===== config.mk =====
export PLATFORM = sky130hd
export DESIGN_NAME = mult_scheduler
export DESIGN_NICKNAME = d
export VERILOG_FILES = /design/src/rtl/mult_scheduler_pkg.sv /design/src/rtl/mult_pipe.sv /design/src/rtl/mult_scheduler.sv
export SDC_FILE = /design/constraint.sdc
export NUM_CORES = 1
export LEC_CHECK = 0
export ABC_AREA = 1
export CAP_MARGIN = 0
export CELL_PAD_IN_SITES_DETAIL_PLACEMENT = 1
export CELL_PAD_IN_SITES_GLOBAL_PLACEMENT = 1
export CORE_MARGIN = 3
export CORE_UTILIZATION = 46
export CTS_BUF_LIST = sky130_fd_sc_hd__clkbuf_4
export CTS_CLUSTER_SIZE = 14
export DETAILED_ROUTE_END_ITERATION = 10
export GPL_TIMING_DRIVEN = 0
export PLACE_DENSITY = 0.91
export REMOVE_ABC_BUFFERS = 1
export SYNTH_ARGS = -nofsm -noshare
export SYNTH_HDL_FRONTEND = slang
export SYNTH_SLANG_ARGS = --single-unit
export TNS_END_PERCENT = 100

===== constraint.sdc =====
create_clock -name bclk -period 19.5 [get_ports bclk]
set_input_delay 3.9 -clock bclk [delete_from_list [all_inputs] [get_ports bclk]]
set_output_delay 3.9 -clock bclk [all_outputs]
set_load 0.01 [all_outputs]

===== src/rtl/mult_scheduler_pkg.sv =====
// Shared types and constants for the time-shared multiplier scheduler.
// Optional feature: define MULT_SCHEDULER_SAT_EN to saturate results whose
// dropped product MSBs disagree instead of wrapping them.
package mult_scheduler_pkg;

  localparam int DEF_BITSIZE     = 16;
  localparam int DEF_NUM_REQ     = 4;
  localparam int DEF_MUL_LATENCY = 1;

  // Scheduler states for one frame of work.
  typedef enum logic [1:0] {
    ST_IDLE  = 2'd0,
    ST_ISSUE = 2'd1,
    ST_DRAIN = 2'd2,
    ST_DONE  = 2'd3
  } state_e;

  // Upper bit of the Q1.(w-1) result within the 2*w-bit full product.
  function automatic int prod_msb(input int w);
    return 2 * w - 2;
  endfunction

  // Lower bit of the Q1.(w-1) result within the 2*w-bit full product.
  function automatic int prod_lsb(input int w);
    return w - 1;
  endfunction

  // Width of a requester index; never below one bit.
  function automatic int idx_width(input int n);
    return (n > 1) ? $clog2(n) : 1;
  endfunction

endpackage


===== src/rtl/mult_pipe.sv =====
// Signed BITSIZE x BITSIZE multiplier with MUL_LATENCY register stages.
// The requester index and a valid bit travel alongside each product so the
// scheduler knows which result slot to update when the product emerges.
module mult_pipe
  import mult_scheduler_pkg::*;
#(
  parameter int BITSIZE     = DEF_BITSIZE,
  parameter int MUL_LATENCY = DEF_MUL_LATENCY,
  parameter int IDXW        = 2
) (
  input  logic                   clk,
  input  logic                   rst_n,
  input  logic                   in_valid,
  input  logic [IDXW-1:0]        in_idx,
  input  logic [BITSIZE-1:0]     in_a,
  input  logic [BITSIZE-1:0]     in_b,
  output logic                   out_valid,
  output logic [IDXW-1:0]        out_idx,
  output logic [2*BITSIZE-1:0]   out_prod
);

  localparam int PW = 2 * BITSIZE;

  logic signed [PW-1:0] prod_s;
  logic [PW-1:0]        prod_d  [MUL_LATENCY];
  logic [PW-1:0]        prod_q  [MUL_LATENCY];
  logic [IDXW-1:0]      idx_d   [MUL_LATENCY];
  logic [IDXW-1:0]      idx_q   [MUL_LATENCY];
  logic [MUL_LATENCY-1:0] valid_d;
  logic [MUL_LATENCY-1:0] valid_q;

  // Full-width signed product; operands are sign-extended so the 2*BITSIZE result is exact.
  always_comb begin
    prod_s = $signed({{BITSIZE{in_a[BITSIZE-1]}}, in_a}) *
             $signed({{BITSIZE{in_b[BITSIZE-1]}}, in_b});
  end

  // Next-state of the stage chain: stage 0 takes the new product, later stages shift.
  always_comb begin
    prod_d[0]  = prod_s;
    idx_d[0]   = in_idx;
    valid_d[0] = in_valid;
    for (int k = 1; k < MUL_LATENCY; k++) begin
      prod_d[k]  = prod_q[k-1];
      idx_d[k]   = idx_q[k-1];
      valid_d[k] = valid_q[k-1];
    end
  end

  // Stage registers; reset empties the pipe so in-flight products are discarded.
  always_ff @(posedge clk or negedge rst_n) begin
    if (!rst_n) begin
      for (int k = 0; k < MUL_LATENCY; k++) begin
        prod_q[k] <= '0;
        idx_q[k]  <= '0;
      end
      valid_q <= '0;
    end else begin
      prod_q  <= prod_d;
      idx_q   <= idx_d;
      valid_q <= valid_d;
    end
  end

  assign out_valid = valid_q[MUL_LATENCY-1];
  assign out_idx   = idx_q[MUL_LATENCY-1];
  assign out_prod  = prod_q[MUL_LATENCY-1];

endmodule


===== src/rtl/mult_scheduler.sv =====
// Frame-driven scheduler sharing one pipelined multiplier among NUM_REQ
// requesters. On each lrclk rising edge the valid requesters are captured and
// issued lowest index first, one per bclk; results land in registered slots.
// Optional feature: MULT_SCHEDULER_SAT_EN selects saturation of out-of-range
// Q1 results (only -1 x -1); without it the result wraps by bit slicing.
module mult_scheduler
  import mult_scheduler_pkg::*;
#(
  parameter int BITSIZE     = DEF_BITSIZE,
  parameter int NUM_REQ     = DEF_NUM_REQ,
  parameter int MUL_LATENCY = DEF_MUL_LATENCY
) (
  input  logic                       bclk,
  input  logic                       rst_n,
  input  logic                       lrclk,
  input  logic [NUM_REQ-1:0]         req_valid,
  input  logic [NUM_REQ*BITSIZE-1:0] req_a,
  input  logic [NUM_REQ*BITSIZE-1:0] req_b,
  output logic [NUM_REQ*BITSIZE-1:0] res_data,
  output logic [NUM_REQ-1:0]         res_valid,
  output logic                       frame_done,
  output logic                       overrun,
  input  logic                       overrun_clr
);

  localparam int IDXW  = idx_width(NUM_REQ);
  localparam int PW    = 2 * BITSIZE;
  localparam int P_MSB = prod_msb(BITSIZE);
  localparam int P_LSB = prod_lsb(BITSIZE);
  localparam logic [1:0] DRAIN_INIT = 2'(MUL_LATENCY - 1);

  // lrclk synchroniser: bit0/bit1 are the two sync flops, bit2 the edge-detect history.
  logic [2:0]               sync_d, sync_q;
  logic                     frame_start_s;

  state_e                   state_d, state_q;
  logic [NUM_REQ-1:0]       pend_d, pend_q;
  logic [1:0]               drain_d, drain_q;
  logic                     overrun_d, overrun_q;
  logic                     frame_done_d, frame_done_q;
  logic [NUM_REQ*BITSIZE-1:0] res_data_d, res_data_q;
  logic [NUM_REQ-1:0]       res_valid_d, res_valid_q;

  logic                     issue_valid_s;
  logic [NUM_REQ-1:0]       issue_onehot_s;
  logic [IDXW-1:0]          issue_idx_s;
  logic [BITSIZE-1:0]       issue_a_s;
  logic [BITSIZE-1:0]       issue_b_s;

  logic                     pipe_valid_s;
  logic [IDXW-1:0]          pipe_idx_s;
  logic [PW-1:0]            pipe_prod_s;
  logic [BITSIZE-1:0]       slice_s;
  logic [NUM_REQ-1:0]       res_hit_s;
  logic                     unused_prod_s;

  // Shift lrclk through the synchroniser and flag its rising edge.
  always_comb begin
    sync_d        = {sync_q[1:0], lrclk};
    frame_start_s = sync_q[1] & ~sync_q[2];
  end

  // Pick the lowest-index pending requester and its operands for this cycle.
  always_comb begin
    issue_valid_s  = (state_q == ST_ISSUE);
    issue_onehot_s = '0;
    issue_idx_s    = '0;
    issue_a_s      = '0;
    issue_b_s      = '0;
    // Scan downwards so the last (lowest) pending index wins.
    for (int i = NUM_REQ - 1; i >= 0; i--) begin
      issue_onehot_s = pend_q[i] ? (NUM_REQ'(1) << i) : issue_onehot_s;
      issue_idx_s    = pend_q[i] ? IDXW'(i) : issue_idx_s;
      issue_a_s      = pend_q[i] ? req_a[i*BITSIZE +: BITSIZE] : issue_a_s;
      issue_b_s      = pend_q[i] ? req_b[i*BITSIZE +: BITSIZE] : issue_b_s;
    end
  end

  // Frame FSM: snapshot, issue, drain the pipe, then signal completion.
  always_comb begin
    state_d   = state_q;
    pend_d    = pend_q;
    drain_d   = drain_q;
    case (state_q)
      ST_IDLE: begin
        if (frame_start_s) begin
          pend_d  = req_valid;
          state_d = (req_valid == '0) ? ST_DONE : ST_ISSUE;
        end else begin
          state_d = ST_IDLE;
        end
      end
      ST_ISSUE: begin
        pend_d = pend_q & ~issue_onehot_s;
        if (pend_d == '0) begin
          state_d = ST_DRAIN;
          drain_d = DRAIN_INIT;
        end else begin
          state_d = ST_ISSUE;
        end
      end
      ST_DRAIN: begin
        if (drain_q == 2'd0) begin
          state_d = ST_DONE;
        end else begin
          drain_d = drain_q - 2'd1;
        end
      end
      ST_DONE: begin
        state_d = ST_IDLE;
      end
      default: begin
        state_d = ST_IDLE;
        pend_d  = '0;
        drain_d = 2'd0;
      end
    endcase
    frame_done_d = (state_d == ST_DONE);
  end

  // Sticky overrun: a frame start outside IDLE is dropped and flagged; set beats clear.
  always_comb begin
    if (frame_start_s && (state_q != ST_IDLE)) begin
      overrun_d = 1'b1;
    end else if (overrun_clr) begin
      overrun_d = 1'b0;
    end else begin
      overrun_d = overrun_q;
    end
  end

  // Reduce the full product to a Q1 result, optionally saturating -1 x -1.
  always_comb begin
`ifdef MULT_SCHEDULER_SAT_EN
    if (pipe_prod_s[PW-1] != pipe_prod_s[P_MSB]) begin
      slice_s = pipe_prod_s[PW-1] ? {1'b1, {(BITSIZE-1){1'b0}}}
                                  : {1'b0, {(BITSIZE-1){1'b1}}};
    end else begin
      slice_s = pipe_prod_s[P_MSB:P_LSB];
    end
`else
    slice_s = pipe_prod_s[P_MSB:P_LSB];
`endif
    unused_prod_s = ^{pipe_prod_s[PW-1], pipe_prod_s[P_LSB-1:0]};
  end

  // Route the emerging product to its slot; other slots keep their value.
  always_comb begin
    res_data_d  = res_data_q;
    res_valid_d = '0;
    for (int i = 0; i < NUM_REQ; i++) begin
      res_hit_s[i]                     = pipe_valid_s && (pipe_idx_s == IDXW'(i));
      res_valid_d[i]                   = res_hit_s[i];
      res_data_d[i*BITSIZE +: BITSIZE] = res_hit_s[i] ? slice_s
                                                      : res_data_q[i*BITSIZE +: BITSIZE];
    end
  end

  // All scheduler state and registered outputs.
  always_ff @(posedge bclk or negedge rst_n) begin
    if (!rst_n) begin
      sync_q       <= 3'b000;
      state_q      <= ST_IDLE;
      pend_q       <= '0;
      drain_q      <= 2'd0;
      overrun_q    <= 1'b0;
      frame_done_q <= 1'b0;
      res_data_q   <= '0;
      res_valid_q  <= '0;
    end else begin
      sync_q       <= sync_d;
      state_q      <= state_d;
      pend_q       <= pend_d;
      drain_q      <= drain_d;
      overrun_q    <= overrun_d;
      frame_done_q <= frame_done_d;
      res_data_q   <= res_data_d;
      res_valid_q  <= res_valid_d;
    end
  end

  mult_pipe #(
    .BITSIZE     (BITSIZE),
    .MUL_LATENCY (MUL_LATENCY),
    .IDXW        (IDXW)
  ) u_pipe (
    .clk       (bclk),
    .rst_n     (rst_n),
    .in_valid  (issue_valid_s),
    .in_idx    (issue_idx_s),
    .in_a      (issue_a_s),
    .in_b      (issue_b_s),
    .out_valid (pipe_valid_s),
    .out_idx   (pipe_idx_s),
    .out_prod  (pipe_prod_s)
  );

  assign res_data   = res_data_q;
  assign res_valid  = res_valid_q;
  assign frame_done = frame_done_q;
  assign overrun    = overrun_q;

endmodule


==> flow_summary_export.csv, run 1 <==
group,metric,value,unit
status,status,"finished, final reports clean",
worst_setup_path,critical_path_arrival,10.85,ns
global_route,grtUsageTotal,29.8,%
timing,fin_worst_skew,0.0323,ns
cts,htree_levels,3,
placement,gp_congestion,0.873,
floorplan,core,30900,um2
worst_setup_path,slowest_stage,"o21ai_2",
cts,cts_resized,0,
route,drtIter0Drc,637,
placement,port_buffers,205,
worst_setup_path,reg2reg_depth,25,
route,wl,48.9,mm
worst_setup_path,path_common_cell,"fa_1",
cts,clock_path_buffers,2,
synthesis,ys_seq_elements,100,
timing,period_share,53.4,%
run,maxCapViolations,0,
cts,cts_tree,"built",
worst_setup_path,path_cells,"clkdlybuf4s50_1 -> a221oi_1 -> o21ai_2 -> nand2_1 -> fa_1 -> fa_1 -> inv_1 -> fa_1 -> fa_1 -> fa_1 -> inv_1 -> fa_1 -> inv_1 -> ha_1 -> nand2_1 -> nor3_1 -> o21ai_0 -> o311ai_0 -> a31oi_1 -> o21ai_1 -> xor2_1",
floorplan,num_rows,64,
worst_setup_path,cp.required,19.93,ns
worst_setup_path,r2r_end,"u_pipe.out_prod[29]",
final_layout,syn_to_final_growth,16.6,%
floorplan,initial_core_util,47.3,%
worst_setup_path,r2r_slack,11.52,ns
floorplan,die_h,184,um
hold_path,hold_depth,0,
worst_setup_path,endpoint_kind,"register",
global_route,antenna_found_initial,1,
global_route,grt_pass1_vias,15400,
cts,clk_pin_slew,0.19,ns
cts,cts_sinks,100,
hold_path,holdPathEnd,"sync_q[1]",
final_layout,fillers,3800,
cts,cts_hold_buf,0,
cts,numCtsBuffers,9,
timing,setup_viol,0,
final_layout,register_area,2510,um2
synthesis,ys_warn_count,0,
synthesis,async_flop_share,100,%
cts,post-cts-setup-buffers,0,
worst_setup_path,max_stage_delay,0.88,ns
final_layout,multi_input_area,9980,um2
timing,period_minus_slack,10.42,ns
final_layout,nNetsFinal,2423,
floorplan,dieWidth,184,um
synthesis,synth-main-ff-cell,"dfrtp_1",
route,viasPerCell,5.51,
final_layout,drive_above_1_share,3.73,%
timing,worst_slew_margin_rel,24.1,%
route,drtPass1Iterations,5,
synthesis,synth-edff-count,0,
worst_setup_path,r2r-start,"pend_q[1]",
synthesis,syn_area_per_cell,8.12,um2
global_route,grt_pass1_wl,78.4,mm
floorplan,num_io_pins,206,
global_route,grt_max_degree,58,
cts,cts_root_buf,"clkbuf_4",
worst_setup_path,cp-start-kind,"input port",
synthesis,netlist_area,14600,um2
timing,finalSetupTns,0,ns
route,drtAntennaViolNets,0,
timing,worst_pin_slew,1.14,ns
hold_path,hp-start,"sync_q[0]",
timing,slew_violations,0,
global_route,grt_overflow,0,
timing,fmax,96.0,MHz
worst_setup_path,path_class,"input port to register",
timing,rsz0062_at_grt,"no",
placement,place.detailed.hpwl,39.8,mm
final_layout,final_cell_mix,"inv_1 (473), nand2_1 (461), fa_1 (255), clkdlybuf4s50_1 (204), o21ai_0 (104)",
route,drc,0,
cts,clk_latency,0.49,ns
synthesis,seq_area_frac_synth,17.1,%
synthesis,ys_types,47,
worst_setup_path,cp_max_fo,16,
route,vias,13000,
route,wl_per_cell,20.8,um
final_layout,final_common_cell,"inv_1",
synthesis,synthCells,1799,
hold_path,hold_class,"register to register",
floorplan,die_area,33900,um2
timing,finalHoldViolations,0,
## state kept, by name, summed over array words and instances (netlist names), 2 cells and up
| register | cells |
|---|---|
| drain_q | 2 |
| pend_q | 4 |
| res_data | 64 |
| res_valid | 4 |
| state_q | 2 |
| sync_q | 3 |
| u_pipe.out_idx | 2 |
| u_pipe.out_prod | 16 |
## layout make-up
type,count,share of cell area (%)
multi-input combinational,1153,58.5
tap,396,2.91
inverter,481,10.6
clock buffer,9,0.396
timing repair buffer,206,12.2
clock inverter,7,0.675
sequential,100,14.7
antenna,1,0.0147
## worst max-delay path, delay by kind of cell
kind | cells | cell delay (ns)
compound gates | 6 | 1.53
xor+xnor | 1 | 0.16
simple gates | 3 | 0.79
buf+inv | 4 | 0.87
fa+ha+maj | 7 | 3.59
## worst max-delay path by stage
stage / from / endpoint / slack, ns
floorplan: req_b[36] / u_pipe.out_prod[30] / 10.02
global route: req_b[18] / u_pipe.out_prod[27] / 8.75
global placement: req_b[36] / u_pipe.out_prod[30] / 8.41
detailed placement: req_b[34] / u_pipe.out_prod[30] / 8.55
CTS: req_b[36] / u_pipe.out_prod[30] / 9.13
finish: req_b[36] / u_pipe.out_prod[29] / 9.08
## logic make-up after synthesis
| group | share of synthesized area (%) |
|---|---|
| buffers and inverters | 14.7 |
| AO/OA/AOI/OAI | 9.39 |
| adder cells (fa/ha/maj) | 41.9 |
| XOR/XNOR | 1.14 |
| AND/OR/NAND/NOR | 15.7 |
| flip-flops | 17.1 |
## per-layer routing
layer	vias up	track usage [%]	wire, um
met3	211	3.99	2190
met2	497	56.0	26500
met1	6663	31.5	17100
li1	5603	-	-
met4	0	18.0	3210
met5	-	0	0
## per-stage QoR
step                setup WS [ns]  util [%]  instances  hold slack [ns]  area [um2]
finish                       9.08      55.1       2353            0.384       17000
global route                 8.75      55.1       2353            0.396       17000
CTS                          9.13      55.1       2352            0.385       17000
detailed placement           8.55      54.5       2336            0.338       16900
global placement             8.41      54.4       2335            0.346       16800
floorplan                   10.02         -       1734            0.331       14300
## synth_stat cells (all sizes together) (7+ instances only)
library cell / n / area [um2]
o21ai: 129 / 717
dfrtp: 100 / 2500
a21oi: 34 / 170
clkbuf: 21 / 78.8
xnor2: 7 / 61.3
inv: 481 / 1810
ha: 81 / 1010
a31oi: 9 / 56.3
fa: 255 / 5100
nand2: 474 / 1830
nor3: 11 / 55.1
nor2: 65 / 270
a221oi: 23 / 201
buf: 44 / 269
xor2: 12 / 105
nand3: 20 / 100
Power of run 1 is left out: the tool's default activity adds up to more than one toggle a clock period on the data nets, which glitch-free logic cannot reach.
==> run 2, diff against run 1 <==
Settings changed: CORE_UTILIZATION 46 to 43, PLACE_DENSITY 0.91 to 0.86.
Clock period 19.5 ns to 10.4 ns, I/O delays scaled along.
==> run 2 against run 1 <==
  * Sequential share of layout area barely moved
  * Non-clock buffer count rose by 1
  * Worst setup slack got worse by 7.3 ns
  * Flip-flop and latch count did not move
  * Clock skew fell by 0.0051 ns
  * Cell count rose by 2.0%
  * Clock-buffer cell count did not move
  * Wire length fell by 7.2%
  * First-iteration DRC count fell by 18%
==> flow_summary_export.csv, run 2 (synthesized netlist as in run 1, its figures left out) <==
group,metric,value,unit
cts,cts_root_buf,"clkbuf_4",
timing,period_share,83.1,%
timing,fmax,116,MHz
floorplan,num_rows,66,
cts,cts_tree,"built",
timing,finalHoldViolations,0,
cts,cts_hold_buf,0,
global_route,antenna_found_initial,1,
global_route,grt_max_degree,73,
floorplan,core,33000,um2
worst_setup_path,endpoint_kind,"register",
hold_path,hold_class,"register to register",
global_route,grt_pass1_wl,74.3,mm
cts,clk_latency,0.48,ns
worst_setup_path,path_common_cell,"fa_1",
cts,cts_resized,0,
placement,gp_congestion,0.855,
floorplan,die_area,36200,um2
final_layout,register_area,2510,um2
worst_setup_path,critical_path_arrival,9.03,ns
route,vias,12400,
cts,clk_pin_slew,0.19,ns
final_layout,syn_to_final_growth,16.9,%
run,maxCapViolations,0,
route,drtIter0Drc,520,
cts,cts_sinks,100,
placement,place.detailed.hpwl,36.9,mm
route,wl_met1,16.9,mm
worst_setup_path,cp-start-kind,"input port",
timing,period_minus_slack,8.64,ns
final_layout,fillers,4039,
final_layout,multi_input_area,9970,um2
route,wl_met2,25.0,mm
worst_setup_path,slowest_stage,"o21ai_2",
worst_setup_path,path_cells,"clkdlybuf4s50_1 -> a221oi_1 -> o21ai_2 -> nand2_1 -> fa_1 -> fa_1 -> inv_1 -> fa_1 -> fa_1 -> fa_1 -> inv_1 -> fa_1 -> inv_1 -> ha_1 -> a21oi_1 -> a21boi_0 -> nor2_1 -> a211oi_1 -> nand2_1 -> nand2_1 -> nand2_1",
timing,worst_slew_margin_rel,26.9,%
timing,finalSetupTns,0,ns
timing,rsz0062_at_grt,"no",
worst_setup_path,cp.required,10.79,ns
timing,setup_viol,0,
cts,post-cts-setup-buffers,0,
status,status,"finished, final reports clean",
placement,port_buffers,205,
cts,htree_levels,3,
route,drtAntennaViolNets,0,
worst_setup_path,max_stage_delay,0.89,ns
route,highest_layer,"met4",
timing,fin_worst_skew,0.0272,ns
cts,numCtsBuffers,9,
floorplan,dieWidth,190,um
global_route,grt_overflow,0,
final_layout,final_cell_mix,"inv_1 (473), nand2_1 (461), fa_1 (255), clkdlybuf4s50_1 (204), o21ai_0 (104)",
global_route,grt_pass1_vias,14400,
final_layout,largest_reg_flops,64,
route,wl_per_cell,18.9,um
worst_setup_path,cp_max_fo,16,
route,drc,0,
final_layout,final_common_cell,"inv_1",
timing,worst_pin_slew,1.10,ns
final_layout,drive_above_1_share,3.73,%
timing,slew_violations,0,
route,drtPass1Iterations,5,
floorplan,die_h,190,um
global_route,grtUsageTotal,26.0,%
worst_setup_path,path_class,"input port to register",
route,wl_met3,1.69,mm
route,viasPerCell,5.16,
final_layout,nNetsFinal,2424,
floorplan,num_io_pins,206,
cts,clock_path_buffers,2,
floorplan,initial_core_util,44.2,%
route,wl,45.4,mm
-- run 2: cell types whose count changed in the layout (fill, tap and decap cells not counted) --
cell / delta
inv_8: -1
o21ai_1: +1
buf_6: +1
o21ai_2: -1
bufinv_16: -1
inv_6: +2
-- run 2: stage by stage --
step / utilization, % / area [um2] / setup slack (ns) / instances / hold slack, ns
final: 51.7 / 17100 / 1.76 / 2400 / 0.384
after global routing: 51.7 / 17100 / 1.46 / 2400 / 0.402
after CTS: 51.7 / 17100 / 1.82 / 2399 / 0.391
after detailed placement: 51.2 / 16900 / 1.26 / 2383 / 0.342
after global placement: 51.1 / 16900 / 1.00 / 2381 / 0.347
after floorplan: - / 14300 / 2.74 / 1734 / 0.331
-- run 2: layout make-up --
class,instances,area share (%)
Multi-Input combinational cell,1153,58.4
Sequential cell,100,14.7
Timing Repair Buffer,207,12.2
Inverter,481,10.6
Tap cell,442,3.24
Clock inverter,7,0.535
Clock buffer,9,0.395
Antenna cell,1,0.0146
-- run 2: worst paths after layout --
check / start / endpoint / slack (ns) / depth (start not counted)
worst min register to register: sync_q[0] / sync_q[1] / 0.38 / 0
worst max-delay path: req_b[36] / u_pipe.out_prod[30] / 1.76 / 21
worst max register to register: pend_q[0] / u_pipe.out_prod[30] / 2.39 / 21
worst min-delay path: sync_q[0] / sync_q[1] / 0.38 / 0
min in group asynchronous: rst_n / pend_q[3] / 1.49 / 1
max in group asynchronous: rst_n / res_data[28] / 8.17 / 2
-- run 2: worst max-delay path, delay by kind of cell --
family / cells / cell delay, ns
buf+inv: 4 / 0.88
fa+ha+maj: 7 / 3.55
simple gates: 5 / 0.65
compound gates: 5 / 1.84
-- run 2: metal layers --
| layer | up-vias | track usage [%] |
|---|---|---|
| li1 | 5611 | - |
| met1 | 6350 | 29.6 |
| met2 | 319 | 49.6 |
| met3 | 115 | 2.92 |
| met4 | 0 | 9.88 |
| met5 | - | 0 |
Power of run 2 is left out for the same reason.
==> run 3, diff against run 2 <==
Settings changed: CORE_UTILIZATION 43 to 39, PLACE_DENSITY 0.86 to 0.82.
Clock period 10.4 ns to 7.25 ns, I/O delays scaled along.
==> run 3 against run 2 <==
  * First-iteration DRC count grew 33%
  * Register-to-register slack worse by 2.1 ns
  * Die area up 9.9%
  * Worst setup slack got worse by 1.6 ns
  * Flip-flop and latch count unchanged
  * Critical endpoint is now u_pipe.out_prod[24]
  * Largest cell class unchanged
  * Core utilization decreased by 2.5 points
==> flow_summary_export.csv, run 3 (synthesized netlist as in run 1, its figures left out) <==
group,metric,value,unit
floorplan,initial_core_util,39.7,%
placement,port_buffers,205,
route,viasPerCell,5.18,
global_route,grt_max_degree,71,
final_layout,final_cell_mix,"inv_1 (469), nand2_1 (458), fa_1 (251), clkdlybuf4s50_1 (204), o21ai_0 (101)",
worst_setup_path,critical_path_arrival,7.61,ns
final_layout,design_area,18100,um2
global_route,grt_pass1_vias,14500,
worst_setup_path,path_class,"input port to register",
cts,clk_pin_slew,0.18,ns
final_layout,fillers,4424,
timing,worst_pin_slew,0.992,ns
run,maxCapViolations,0,
timing,period_minus_slack,7.13,ns
cts,numCtsBuffers,9,
timing,finalHoldViolations,0,
global_route,grt_overflow,0,
timing,setup_viol,0,
floorplan,num_io_pins,206,
global_route,antenna_found_initial,2,
final_layout,largest_reg_flops,64,
floorplan,num_rows,70,
final_layout,drive_above_1_share,9.47,%
placement,place.detailed.hpwl,35.9,mm
route,drtIter0Drc,691,
floorplan,core,36800,um2
worst_setup_path,cp_max_fo,7,
timing,period_share,98.3,%
cts,htree_levels,3,
global_route,grtUsageTotal,23.7,%
hold_path,hold_class,"register to register",
worst_setup_path,cp-start-kind,"input port",
final_layout,fin_util,49.3,%
cts,cts_hold_buf,0,
timing,fin_worst_skew,0.0256,ns
timing,fmax,140,MHz
final_layout,nNetsFinal,2484,
route,wl,49.1,mm
cts,clk_latency,0.54,ns
cts,cts_tree,"built",
placement,gp_congestion,0.885,
timing,slew_violations,0,
worst_setup_path,endpoint_kind,"register",
timing,worst_slew_margin_rel,33.8,%
global_route,grt_pass1_wl,73.9,mm
floorplan,dieWidth,200,um
route,wl_per_cell,19.7,um
final_layout,syn_to_final_growth,24.0,%
route,wl_met1,18.7,mm
route,wl_met2,26.8,mm
cts,clock_path_buffers,2,
route,wl_met3,1.74,mm
route,drtPass1Iterations,5,
floorplan,die_h,200,um
cts,cts_sinks,100,
final_layout,final_common_cell,"inv_1",
placement,placed_area,17000,um2
timing,rsz0062_at_grt,"yes",
cts,cts_root_buf,"clkbuf_4",
route,vias,12900,
status,status,"finished, final reports clean",
floorplan,die_area,39800,um2
route,drc,0,
worst_setup_path,cp.required,7.73,ns
route,drtAntennaViolNets,0,
route,highest_layer,"met4",
-- run 3: cell types whose count changed in the layout (fill, tap and decap cells not counted), moves of 5 or more --
cell      before  now
ha_2           0    7
a221oi_1      23   11
a21oi_2        0    5
buf_4          1   54
a21oi_1       34   29
a221oi_2       0   10
o21ai_4        0   22
ha_1          81   70
o21ai_2       23    5
-- run 3: final timing paths --
path                            slack [ns]  startpoint                   to  depth (start not counted)
worst max-delay path                  0.12   req_a[42]  u_pipe.out_prod[24]                         27
worst min-delay path                  0.38   sync_q[0]            sync_q[1]                          0
worst max register to register        0.30   pend_q[2]  u_pipe.out_prod[24]                         22
worst min register to register        0.38   sync_q[0]            sync_q[1]                          0
max in group asynchronous             5.70       rst_n         res_data[39]                          2
min in group asynchronous             0.83       rst_n            pend_q[0]                          1
-- run 3: layout make-up --
class | count | area, um2 | area share [%]
timing repair buffer | 264 | 2570 | 14.2
multi-input combinational | 1156 | 10500 | 57.8
inverter | 481 | 1820 | 10.0
tap | 468 | 586 | 3.23
sequential | 100 | 2510 | 13.9
antenna | 2 | 5.00 | 0.0276
clock inverter | 7 | 91.3 | 0.504
clock buffer | 9 | 67.6 | 0.373
-- run 3: critical path, cell delays in order --
cell and delay [ns]:
clkdlybuf4s50_1 0.47, a221oi_4 0.29, buf_4 0.20, o21ai_4 0.07, buf_12 0.15, buf_4 0.14, nand2_1 0.06, inv_1 0.05
fa_1 0.50, inv_1 0.05, fa_1 0.47, fa_1 0.53, inv_1 0.07, fa_1 0.56, fa_1 0.44, fa_1 0.50
ha_2 0.43, nand2_1 0.14, nor2_1 0.17, nand2_1 0.10, nor2_1 0.10, nand3_1 0.11, o2111ai_2 0.15, nand2_1 0.16
nand2_1 0.12, nand2_1 0.06, nand2_1 0.06
-- run 3: stage by stage --
stage          hold WS [ns]  setup WS [ns]  std cells  TNS [ns]
6_report              0.381          0.121       2487         0
5_1_grt               0.391        -0.0791       2487    -0.146
4_1_cts               0.387        0.00942       2438         0
3_5_place_dp          0.337          -1.17       2409    -15.29
3_3_place_gp          0.344          -1.47       2407    -17.56
2_1_floorplan         0.331          0.215       1734         0
-- run 3: metal layers --
metal | GRT usage [%] | vias up
li1 | - | 5742
met1 | 27.4 | 6684
met2 | 44.9 | 328
met3 | 2.65 | 121
met4 | 8.84 | 0
met5 | 0 | -
-- run 3: what timing repair did --
action / in CTS / in global routing
pin swaps: 6 / 24
cloned: 1 / 2
gates resized for setup: 28 / 74
endpoints found under the setup margin: 16 / 15
buffers inserted: 12 / 45
Power of run 3 is left out for the same reason.
